### config.mk
export PLATFORM = sky130hd
export DESIGN_NAME = instr_fetch
export DESIGN_NICKNAME = d
export VERILOG_FILES = /design/src/rtl/instr_fetch.sv
export SDC_FILE = /design/constraint.sdc
export NUM_CORES = 1
export LEC_CHECK = 0
export ABC_AREA = 1
export CORE_MARGIN = 2
export CORE_UTILIZATION = 45
export DETAILED_ROUTE_END_ITERATION = 12
export GPL_TIMING_DRIVEN = 0
export HOLD_SLACK_MARGIN = 0.12
export PLACE_DENSITY = 0.75
export SYNTH_ARGS = -nofsm -noshare
export SYNTH_HDL_FRONTEND = slang
export SYNTH_SLANG_ARGS = --single-unit
### constraint.sdc
create_clock -name i_clk -period 1.43 [get_ports i_clk]
set_input_delay 0.429 -clock i_clk [delete_from_list [all_inputs] [get_ports i_clk]]
set_output_delay 0.429 -clock i_clk [all_outputs]
set_load 0.02 [all_outputs]
### src/rtl/instr_fetch.sv
// rtl/instr_fetch.sv - instruction fetch stage feeding the bit-serial decoder
module instr_fetch #(
    parameter int ADDR_W = 4,
    parameter bit LOOP   = 1'b0
) (
    input  logic              i_clk,
    input  logic              i_rst,
    input  logic              i_prog_en,
    input  logic              i_prog_we,
    input  logic [ADDR_W-1:0] i_prog_addr,
    input  logic [2:0]        i_prog_data,
    input  logic [ADDR_W-1:0] i_last_addr,
    input  logic              i_run,
    input  logic              i_pcincr,
    input  logic [2:0]        i_count,
    output logic [2:0]        o_instr,
    output logic [2:0]        o_data_count,
    output logic [ADDR_W-1:0] o_pc,
    output logic              o_running,
    output logic              o_halted
);

    localparam int DEPTH = 2 ** ADDR_W;

    localparam logic [1:0] ST_IDLE = 2'd0;
    localparam logic [1:0] ST_PROG = 2'd1;
    localparam logic [1:0] ST_RUN  = 2'd2;
    localparam logic [1:0] ST_HALT = 2'd3;

    localparam logic [ADDR_W-1:0] PC_ONE = 1;

    logic [1:0]        state;
    logic [2:0]        mem [0:DEPTH-1];
    logic [ADDR_W-1:0] pc_next;

    assign pc_next = o_pc + PC_ONE;

    // Program memory is intentionally left out of reset; writes only land while in PROG
    always_ff @(posedge i_clk) begin
        if (!i_rst && state == ST_PROG && i_prog_we) begin
            mem[i_prog_addr] <= i_prog_data;
        end
    end

    // Control FSM; PC and opcode register always change in the same cycle so there is no bubble
    always_ff @(posedge i_clk) begin
        if (i_rst) begin
            state   <= ST_IDLE;
            o_pc    <= '0;
            o_instr <= 3'b000;
        end else begin
            case (state)
                ST_IDLE, ST_HALT: begin
                    if (i_prog_en) begin
                        state   <= ST_PROG;
                        o_pc    <= '0;
                        o_instr <= 3'b000;
                    end else if (i_run) begin
                        state   <= ST_RUN;
                        o_pc    <= '0;
                        o_instr <= mem[0];
                    end
                end
                ST_PROG: begin
                    o_pc    <= '0;
                    o_instr <= 3'b000;
                    if (!i_prog_en) begin
                        state <= ST_IDLE;
                    end
                end
                ST_RUN: begin
                    if (i_prog_en) begin
                        state   <= ST_PROG;
                        o_pc    <= '0;
                        o_instr <= 3'b000;
                    end else if (i_pcincr) begin
                        if (o_pc != i_last_addr) begin
                            o_pc    <= pc_next;
                            o_instr <= mem[pc_next];
                        end else if (LOOP) begin
                            o_pc    <= '0;
                            o_instr <= mem[0];
                        end else begin
                            state   <= ST_HALT;
                            o_instr <= 3'b000;
                        end
                    end
                end
                default: begin
                    state   <= ST_IDLE;
                    o_pc    <= '0;
                    o_instr <= 3'b000;
                end
            endcase
        end
    end

    assign o_running = (state == ST_RUN);
    assign o_halted  = (state == ST_HALT);

    // Closes the decoder bit-counter loop; held at zero outside RUN so the decoder restarts cleanly
    always_comb begin
        o_data_count = 3'd0;
        if (o_running) begin
            o_data_count = i_count + 3'd1;
        end
    end

endmodule

# [Word-level counts from Yosys, hierarchy flattened]
# Memories as Yosys holds them, arrays and structs flattened.
# Cells that the tools add are included.
[totals] ff_bits=9 mem_bits_rw=48 input_bits=20 output_inout_bits=12 elab_cells=45 n_memories=1
[classes] addsub=2 eq_ne=9 n_mux=22 reduce_logical=8
[mem_list] memory="mem" depth=16 word_bits=3 rd=2 rd_ports_with_merged_regs=0 wr=1 line="33" rtl="logic [2:0] mem [0:DEPTH-1];"
[ops] op="$mux W4" n=5
[ops] op="$mux W3" n=6
[ops] op="$mux W2" n=6
[ops] op="$pmux W4 S3" n=1
[ops] op="$ne A3 B3 Y1 const B" n=3
[ops] op="$pmux W3 S3" n=1
[ops] op="$pmux W2 S3" n=1
[ops] op="$add A4 B1 Y4 const B" n=1
[ops] op="$eq A2 B2 Y1 const B" n=2
[ops] op="$ne A4 B4 Y1" n=1
[ops] op="$reduce_and A4 Y1" n=1
[ops] op="$add A3 B1 Y3 const B" n=1
[ops] op="$ne A3 B2 Y1 const B" n=1
[ops] op="$reduce_and A3 Y1" n=1
[ops] op="$eq A2 B1 Y1 const B" n=1
[ops] op="$logic_and A1 B1 Y1" n=2
[ops] op="$logic_not A2 Y1" n=1
[ops] op="$mux W1" n=2
[ops] op="$ne A2 B2 Y1 const B" n=1
[ops] op="$reduce_and A2 Y1" n=1
[ops] op="$reduce_or A2 Y1" n=1
[ops] op="$logic_not A1 Y1" n=1

# [Logic depth before layout (Yosys ltp)]
# Gate-level depths: netlist of run 1.
# An unclocked memory read counts as a cell.
[depth] depth_word=6 depth_mapped=11 mapped_depth_nobuf=10

# [Worst setup path before layout of run 1]
# No wires, ideal clock.
[synth_path] path_kind="register to register" startpoint="register o_pc[1]" endpoint="register o_instr[2]" setup_time_ps=66 arrival_time_ps=1512 t_required_ps=1364 slack_ps=-148 path_stages_with_launch=10 path_buffers=1 synth_period_minus_slack_ps=1578 cell_sequence="dfxtp_1 -> ha_1 -> inv_1 -> buf_2 -> nand3_1 -> nand3_1 -> nand3_1 -> nand2_1 -> nand2_1 -> a21oi_2"
[synth_via] elab_chain_len=6 elab_cells_between_ends=7 cone_classes="1 x add/sub; 1 x eq/ne; 4 x mux; 1 x memory"
[synth_lines] item="from (decl)" line="18" rtl="output logic [ADDR_W-1:0] o_pc,"
[synth_lines] item="from (signal assigned)" line="78" rtl="o_pc <= pc_next;"
[synth_lines] item="$add A4 B1 Y4" line="36" rtl="assign pc_next = o_pc + PC_ONE;"
[synth_lines] item="$mem_v2 Z16 W3"
[synth_lines] item="$mux W3 (*)" line="77" rtl="if (o_pc != i_last_addr) begin"
[synth_lines] item="$mux W3 (*)" line="76" rtl="end else if (i_pcincr) begin"
[synth_lines] item="$mux W3 (*)" line="72" rtl="if (i_prog_en) begin"
[synth_lines] item="$pmux W3 S3 (*)" line="52" rtl="case (state)"
[synth_lines] item="to (signal assigned)" line="61" rtl="o_instr <= mem[0];"
[synth_lines] item="to (signal assigned)" line="79" rtl="o_instr <= mem[pc_next];"
[synth_lines] item="to (signal assigned)" line="82" rtl="o_instr <= mem[0];"
[synth_lines] item="to (decl)" line="16" rtl="output logic [2:0] o_instr,"
# Mark *: on every way between the ends. The rest lies on a longest branch, timed or not. The select of a mux whose other input is x is not followed.
# A chain may end at the register's enable or synchronous reset.

# [Final worst setup path of run 1]
[layout_path] startpoint="register state[0]" endpoint="output port o_running"
[layout_via] elab_chain_len=1
[layout_lines] item="from (decl)" line="32" rtl="logic [1:0] state;"
[layout_lines] item="from (signal assigned)" line="48" rtl="state <= ST_IDLE;"
[layout_lines] item="from (signal assigned)" line="55" rtl="state <= ST_PROG;"
[layout_lines] item="from (signal assigned)" line="59" rtl="state <= ST_RUN;"
[layout_lines] item="$eq A2 B2 Y1" line="98" rtl="assign o_running = (state == ST_RUN);"
[layout_lines] item="to (decl)" line="19" rtl="output logic o_running,"
# No other way between the ends.

==> results of run 1 <==
## cells in the final DEF (no fill, tap or decap), types with 2 or more instances in the layout
cell type	instances
nor2_1	3
nand4_1	2
dfxtp_1	3
nand2_4	5
clkdlybuf4s50_1	11
clkbuf_2	3
dlygate4sd2_1	2
nor2_4	23
dfxtp_2	2
a21oi_1	7
buf_6	12
clkinv_4	2
nor2_2	4
clkdlybuf4s15_2	2
nand2_2	9
clkbuf_8	9
buf_8	3
inv_2	3
buf_4	12
ha_4	3
o21ai_1	2
inv_1	46
nand2_1	85
xnor2_4	2
nand3_1	8
nand3_4	3
nand3_2	30
edfxtp_1	48
ha_1	2
dfxtp_4	4
a21oi_2	4
inv_4	3
bufinv_16	3
buf_2	3
clkbuf_16	3
buf_12	2
dlymetal6s2s_1	3
## where the power goes
group | switching [uW] | internal (uW)
logic | 727 | 615
registers | 45.7 | 1860
clock network | 663 | 1160
## final cells by class
cell class              count  area (sq um)  share of cell area, %
plain buffers               9         110.1                  2.583
clock buffers               9         123.9                  2.906
clock inverters             7         118.9                  2.788
inverters                  53         214.0                  5.019
multi-input cells         199          1464                  34.34
flip-flops and latches     57          1639                  38.45
well taps                  77         96.34                  2.260
repair buffers             48         496.7                  11.65
## layer usage
metal  track usage, %  up-vias  routed length, um
met4            8.798        0                188
met5                0        -                  0
li1                 -     1136                  -
met1            22.75     1136               2801
met3            5.539       21                398
met2            31.85       90               3928
## worst max path at each step
stage / from / to / slack (ns) / cells after the start
after floorplan: i_rst / mem[12][0]$_DFFE_PP_ / -0.01 / 4
after global placement: i_count[0] / o_data_count[2] / -0.88 / 5
after detailed placement: i_count[0] / o_data_count[2] / -0.91 / 5
after CTS: state[0]$_SDFFE_PP0P_ / o_data_count[2] / -0.16 / 5
after global routing: state[1]$_SDFFE_PP0P_ / mem[5][1]$_DFFE_PP_ / -0.23 / 7
final: state[0]$_SDFFE_PP0P_ / o_running / -0.17 / 4
## what timing repair did
action                     in CTS  in global routing
hold buffers                    0                  0
pin swaps                       8                 37
buffers inserted                6                  8
cloned                          1                  3
gates resized for setup       110                 92
setup endpoints to repair      69                 66
## logic make-up (layout without fill, tap and decap cells)
kind of cell | after synthesis | in the layout | share of synthesized area [%]
AO/OA/AOI/OAI | 15 | 15 | 3.411
XOR/XNOR | 6 | 6 | 2.362
adder cells (fa/ha/maj) | 5 | 5 | 2.186
buffers and inverters | 62 | 126 | 9.314
flip-flops | 57 | 57 | 56.67
AND/OR/NAND/NOR | 173 | 173 | 26.06
## worst reg2reg max path: cells and delay by family (launching register included)
family	cells	cell delay, ns
AND/OR/NAND/NOR	4	0.54
adder cells (fa/ha/maj)	1	0.18
flip-flops	1	0.36
buffers and inverters	2	0.19
## state kept, by name, indices dropped and copies added (netlist names)
register and flops:
state 2, mem 48, o_pc 4, o_instr 3
## metrics by stage
| stage | setup WS (ns) | cells | power (uW) |
|---|---|---|---|
| floorplan | -0.01251 | 318 | 2557 |
| global placement | -0.8805 | 425 | 2840 |
| detailed placement | -0.9122 | 425 | 2857 |
| CTS | -0.1591 | 448 | 4778 |
| global route | -0.2260 | 459 | 5280 |
| finish | -0.1696 | 459 | 5067 |
==> results.json, run 1 <==
{
  "drc": 0,
  "dp_hpwl_um": 4265,
  "root_buffer": "clkbuf_8",
  "crit_path_end_kind": "output port",
  "placed_area_sq_um": 3288,
  "yosysUniqueCellTypes": 28,
  "overflow": 0,
  "setup_viol": 56,
  "hold_viol": 0,
  "coreArea_sq_um": 6241,
  "cp_max_fo": 5,
  "netlist_area_sq_um": 2861,
  "cp_slowest_stage_delay_ns": 0.35,
  "cts_tree": "done",
  "ys_seq_area_share_pct": 56.67,
  "path_class": "reg -> out",
  "yosysTopAreaCellShare_pct": 50.37,
  "hold_ws_ns": 0.4976,
  "io_buffers": 30,
  "clkSinkCount": 57,
  "finalClockSkew_ns": 0.005233,
  "postSynthCellCount": 318,
  "yosysWarnings": 0,
  "fp-row-count": 29,
  "n_antenna_cell": 0,
  "r2r_slack_ns": -0.14,
  "tns_ns": -4.625,
  "yosysMostFrequentCell": "nand2_1",
  "hp-class": "in -> reg",
  "drive_above_1_share_pct": 40.84,
  "synth_area_leaders": "edfxtp_1 50%, nand2_1 13%, nand3_1 6.8%",
  "r2r_cells": 7,
  "io_pins": 32,
  "synthArstFlopShare_pct": 0,
  "fin_util_pct": 68.30,
  "die_area_sq_um": 7012,
  "synth_edf_count": 48,
  "worstPathArrival_ns": 1.17,
  "hold_depth": 2,
  "grt_pass1_vias": 2244,
  "via_per_inst": 5.192,
  "antenna_found_initial": 0,
  "track_usage_pct": 19.09,
  "syn_to_final_growth_pct": 48.97,
  "synth_top_cells_by_count": "96 x nand2_1, 50 x inv_1, 48 x edfxtp_1",
  "die_y_um": 83.74,
  "cts_max_level": 3,
  "clk_path_buf_depth": 2,
  "clk_latency_ns": 0.34,
  "slew_headroom_pct": 56.62,
  "fin_nets": 402,
  "initial_core_util_pct": 45.85,
  "grt_pass1_wl_um": 10250,
  "ys_ff_latch": 57,
  "firstDrtPassIters": 4,
  "grt_max_degree": 17,
  "setup_slack_ns": -0.1696,
  "reg2reg_from": "state[1]$_SDFFE_PP0P_",
  "dieWidth_um": 83.74,
  "rsz0062_at_grt": "yes",
  "crit_required_ns": 1.00,
  "worstMarginPinSlew_ns": 0.6487,
  "pwr_density_cell_nw_per_um2": 1189,
  "start_kind": "flop",
  "min_to": "state[0]$_SDFFE_PP0P_",
  "fin_area_sq_um": 4263,
  "hp-start": "i_rst",
  "violations": "setup timing",
  "maxCapViolations": 0,
  "clkTransAtPathRegs_ns": 0.06,
  "vias": 2383,
  "path_cells": "inv_2 > ha_4 > buf_4 > buf_6",
  "postRouteWirelength_um": 7316,
  "fill_cells": 460,
  "gp_routability_congestion": 0.7907,
  "finalMaxSlewViolations": 0,
  "cp_num_buf_inv": 3,
  "period_needed_ns": 1.600,
  "path_delay_family": "flip-flops",
  "status": "finished, violations left",
  "crit_slowest_cell": "dfxtp_2",
  "synth_fp_nets": 343,
  "cts_buffers": 9,
  "ir_drop_mv": 0.7763,
  "max_freq_mhz": 625.1,
  "yosys.area.top_type": "edfxtp_1",
  "ys.flop_type": "edfxtp_1",
  "r2r_end": "mem[5][1]$_DFFE_PP_",
  "antenna_left": 0,
  "drtIter0Drc": 104,
  "syn-mean-instance-area_sq_um": 8.998,
  "post-route-period-util_pct": 111.9,
  "avgRoutedWirePerCell_um": 15.94,
  "power.leakage_uw": 0.001771
}
Power figures use the tool's default switching activity.
==> inputs of run 2 (changes only) <==
Settings changed: CAP_MARGIN from default to 5, CORE_UTILIZATION 45 to 42, PLACE_DENSITY 0.75 to 0.71.
==> run 2 against run 1 <==
Compared with the run above:
- the flow still finishes with violations (setup timing)
- flip-flop and latch count unchanged
- hold slack improved by 0.017 ns
- utilization down 6.6 points
- register-to-register slack better by 0.02 ns
- power shrank 5.8%
- design area shrank 3.3%
- die area up 6.8%
- sequential share of layout area is 1.3 points higher
- first-iteration DRC count increased by 63%
- global-route usage shrank 0.058 points
- via count decreased by 2.1%
- combinational power decreased by 6%
==> results.json, run 2 (synthesis results as in run 1) <==
{
  "status": "finished, violations left",
  "violations": "setup timing",
  "io_buffers": 30,
  "period_needed_ns": 1.589,
  "cts_buffers": 9,
  "start_kind": "input port",
  "crit_required_ns": 1.00,
  "worstMarginPinSlew_ns": 0.6466,
  "clk_path_buf_depth": 2,
  "root_buffer": "clkbuf_8",
  "fin_cells": 459,
  "finalMaxSlewViolations": 0,
  "critical_path_depth": 5,
  "antenna_found_initial": 0,
  "slew_headroom_pct": 56.76,
  "clkSinkCount": 57,
  "cts_max_level": 3,
  "dp.cells": 428,
  "cp_max_fo": 1,
  "max_freq_mhz": 629.5,
  "track_usage_pct": 19.03,
  "hp-class": "in -> reg",
  "crit_path_end_kind": "output port",
  "overflow": 0,
  "drc": 0,
  "dieWidth_um": 86.54,
  "fin_nets": 400,
  "path_class": "in -> out",
  "grt_pass1_wl_um": 10590,
  "vias": 2334,
  "hold_depth": 2,
  "power.leakage_uw": 0.001709,
  "crit_slowest_cell": "clkdlybuf4s15_2",
  "worstPathArrival_ns": 1.16,
  "largest_reg_flops": 48,
  "setup_viol": 56,
  "n_antenna_cell": 0,
  "cp_slowest_stage_delay_ns": 0.20,
  "via_per_inst": 5.085,
  "grt_pass1_vias": 2210,
  "postRouteWirelength_um": 7126,
  "r2r_cells": 7,
  "drtIter0Drc": 170,
  "pwr_density_cell_nw_per_um2": 1158,
  "dp_slack_ns": -0.8884,
  "cts_tree": "done",
  "grt_max_degree": 17,
  "firstDrtPassIters": 5,
  "dp_hpwl_um": 4196,
  "hold_ws_ns": 0.5150,
  "antenna_left": 0,
  "path_cells": "clkdlybuf4s15_2 > ha_4 > xnor2_2 > nor2_4 > buf_6",
  "hold_buffers": 0,
  "setup_slack_ns": -0.1586,
  "rsz0062_at_grt": "yes",
  "post-route-period-util_pct": 111.1,
  "finalClockSkew_ns": 0.007952,
  "top_register": "mem",
  "io_pins": 32,
  "die_area_sq_um": 7489,
  "fin_util_pct": 61.67,
  "clk_latency_ns": 0.34,
  "path_delay_family": "buffers and inverters",
  "die_y_um": 86.54,
  "initial_core_util_pct": 42.83,
  "layout_commonest_cell": "nand2_1",
  "p_total_uw": 4771,
  "layout_common_cells": "85 x nand2_1, 48 x edfxtp_1, 46 x inv_1",
  "fp-row-count": 30,
  "syn_to_final_growth_pct": 43.99,
  "coreArea_sq_um": 6681,
  "gp_routability_congestion": 0.7799,
  "drive_above_1_share_pct": 37.73,
  "clkTransAtPathRegs_ns": 0.07,
  "top_regs": "mem x48, o_pc x4, o_instr x3",
  "hold_viol": 0,
  "maxCapViolations": 0,
  "cp_num_buf_inv": 2,
  "ir_drop_mv": 0.7707,
  "avgRoutedWirePerCell_um": 15.53
}
[run 2: timing repair]
action,CTS,global route
gates resized for setup,111,73
pin swaps,8,20
gates cloned,1,1
setup buffers,3,11
endpoints found under the setup margin,69,64
[run 2: report_power, final]
part	internal (uW)	total [uW]	leakage, uW	switching (uW)
Combinational	564	1260	0.00110	693
Sequential	1860	1910	0.000509	47.9
Clock	961	1610	0.0000987	645
Total	3390	4770	0.00171	1390
[run 2: metal layers]
metal	vias to the layer above	global-route usage [%]	share of wire, %
li1	1134	-	-
met1	1090	23.94	41
met2	95	30.28	49
met3	15	5.048	7.4
met4	0	9.659	2.5
met5	-	0	0
[run 2: area by class of cell]
type | instances | area [sq um]
Clock buffer | 9 | 123.9
Clock inverter | 6 | 83.83
Tap cell | 80 | 100.1
Sequential cell | 57 | 1639
Multi-Input combinational cell | 199 | 1406
Inverter | 53 | 211.5
Timing Repair Buffer | 46 | 461.7
Fill cell | 530 | 2561
Buffer | 9 | 93.84
[run 2: per-stage QoR]
stage / setup TNS (ns) / area [sq um]
2_1_floorplan: -0.3002 / 2892
3_3_place_gp: -42.88 / 3292
3_5_place_dp: -44.37 / 3292
4_1_cts: -6.126 / 3709
5_1_grt: -8.414 / 4120
6_report: -4.579 / 4120
[run 2: final timing paths]
kind	startpoint	endpoint	slack, ns
setup reg to reg	state[1]$_SDFFE_PP0P_	mem[4][0]$_DFFE_PP_	-0.12
hold reg to reg	state[1]$_SDFFE_PP0P_	state[1]$_SDFFE_PP0P_	0.52
hold / removal	i_rst	state[0]$_SDFFE_PP0P_	0.52
setup / recovery	i_count[1]	o_data_count[2]	-0.16
==> inputs of run 3 (changes only) <==
Settings changed: SLEW_MARGIN from default to 20.
==> results of run 3 <==
The final DEF is identical to that of run 2; final timing and power are the same.
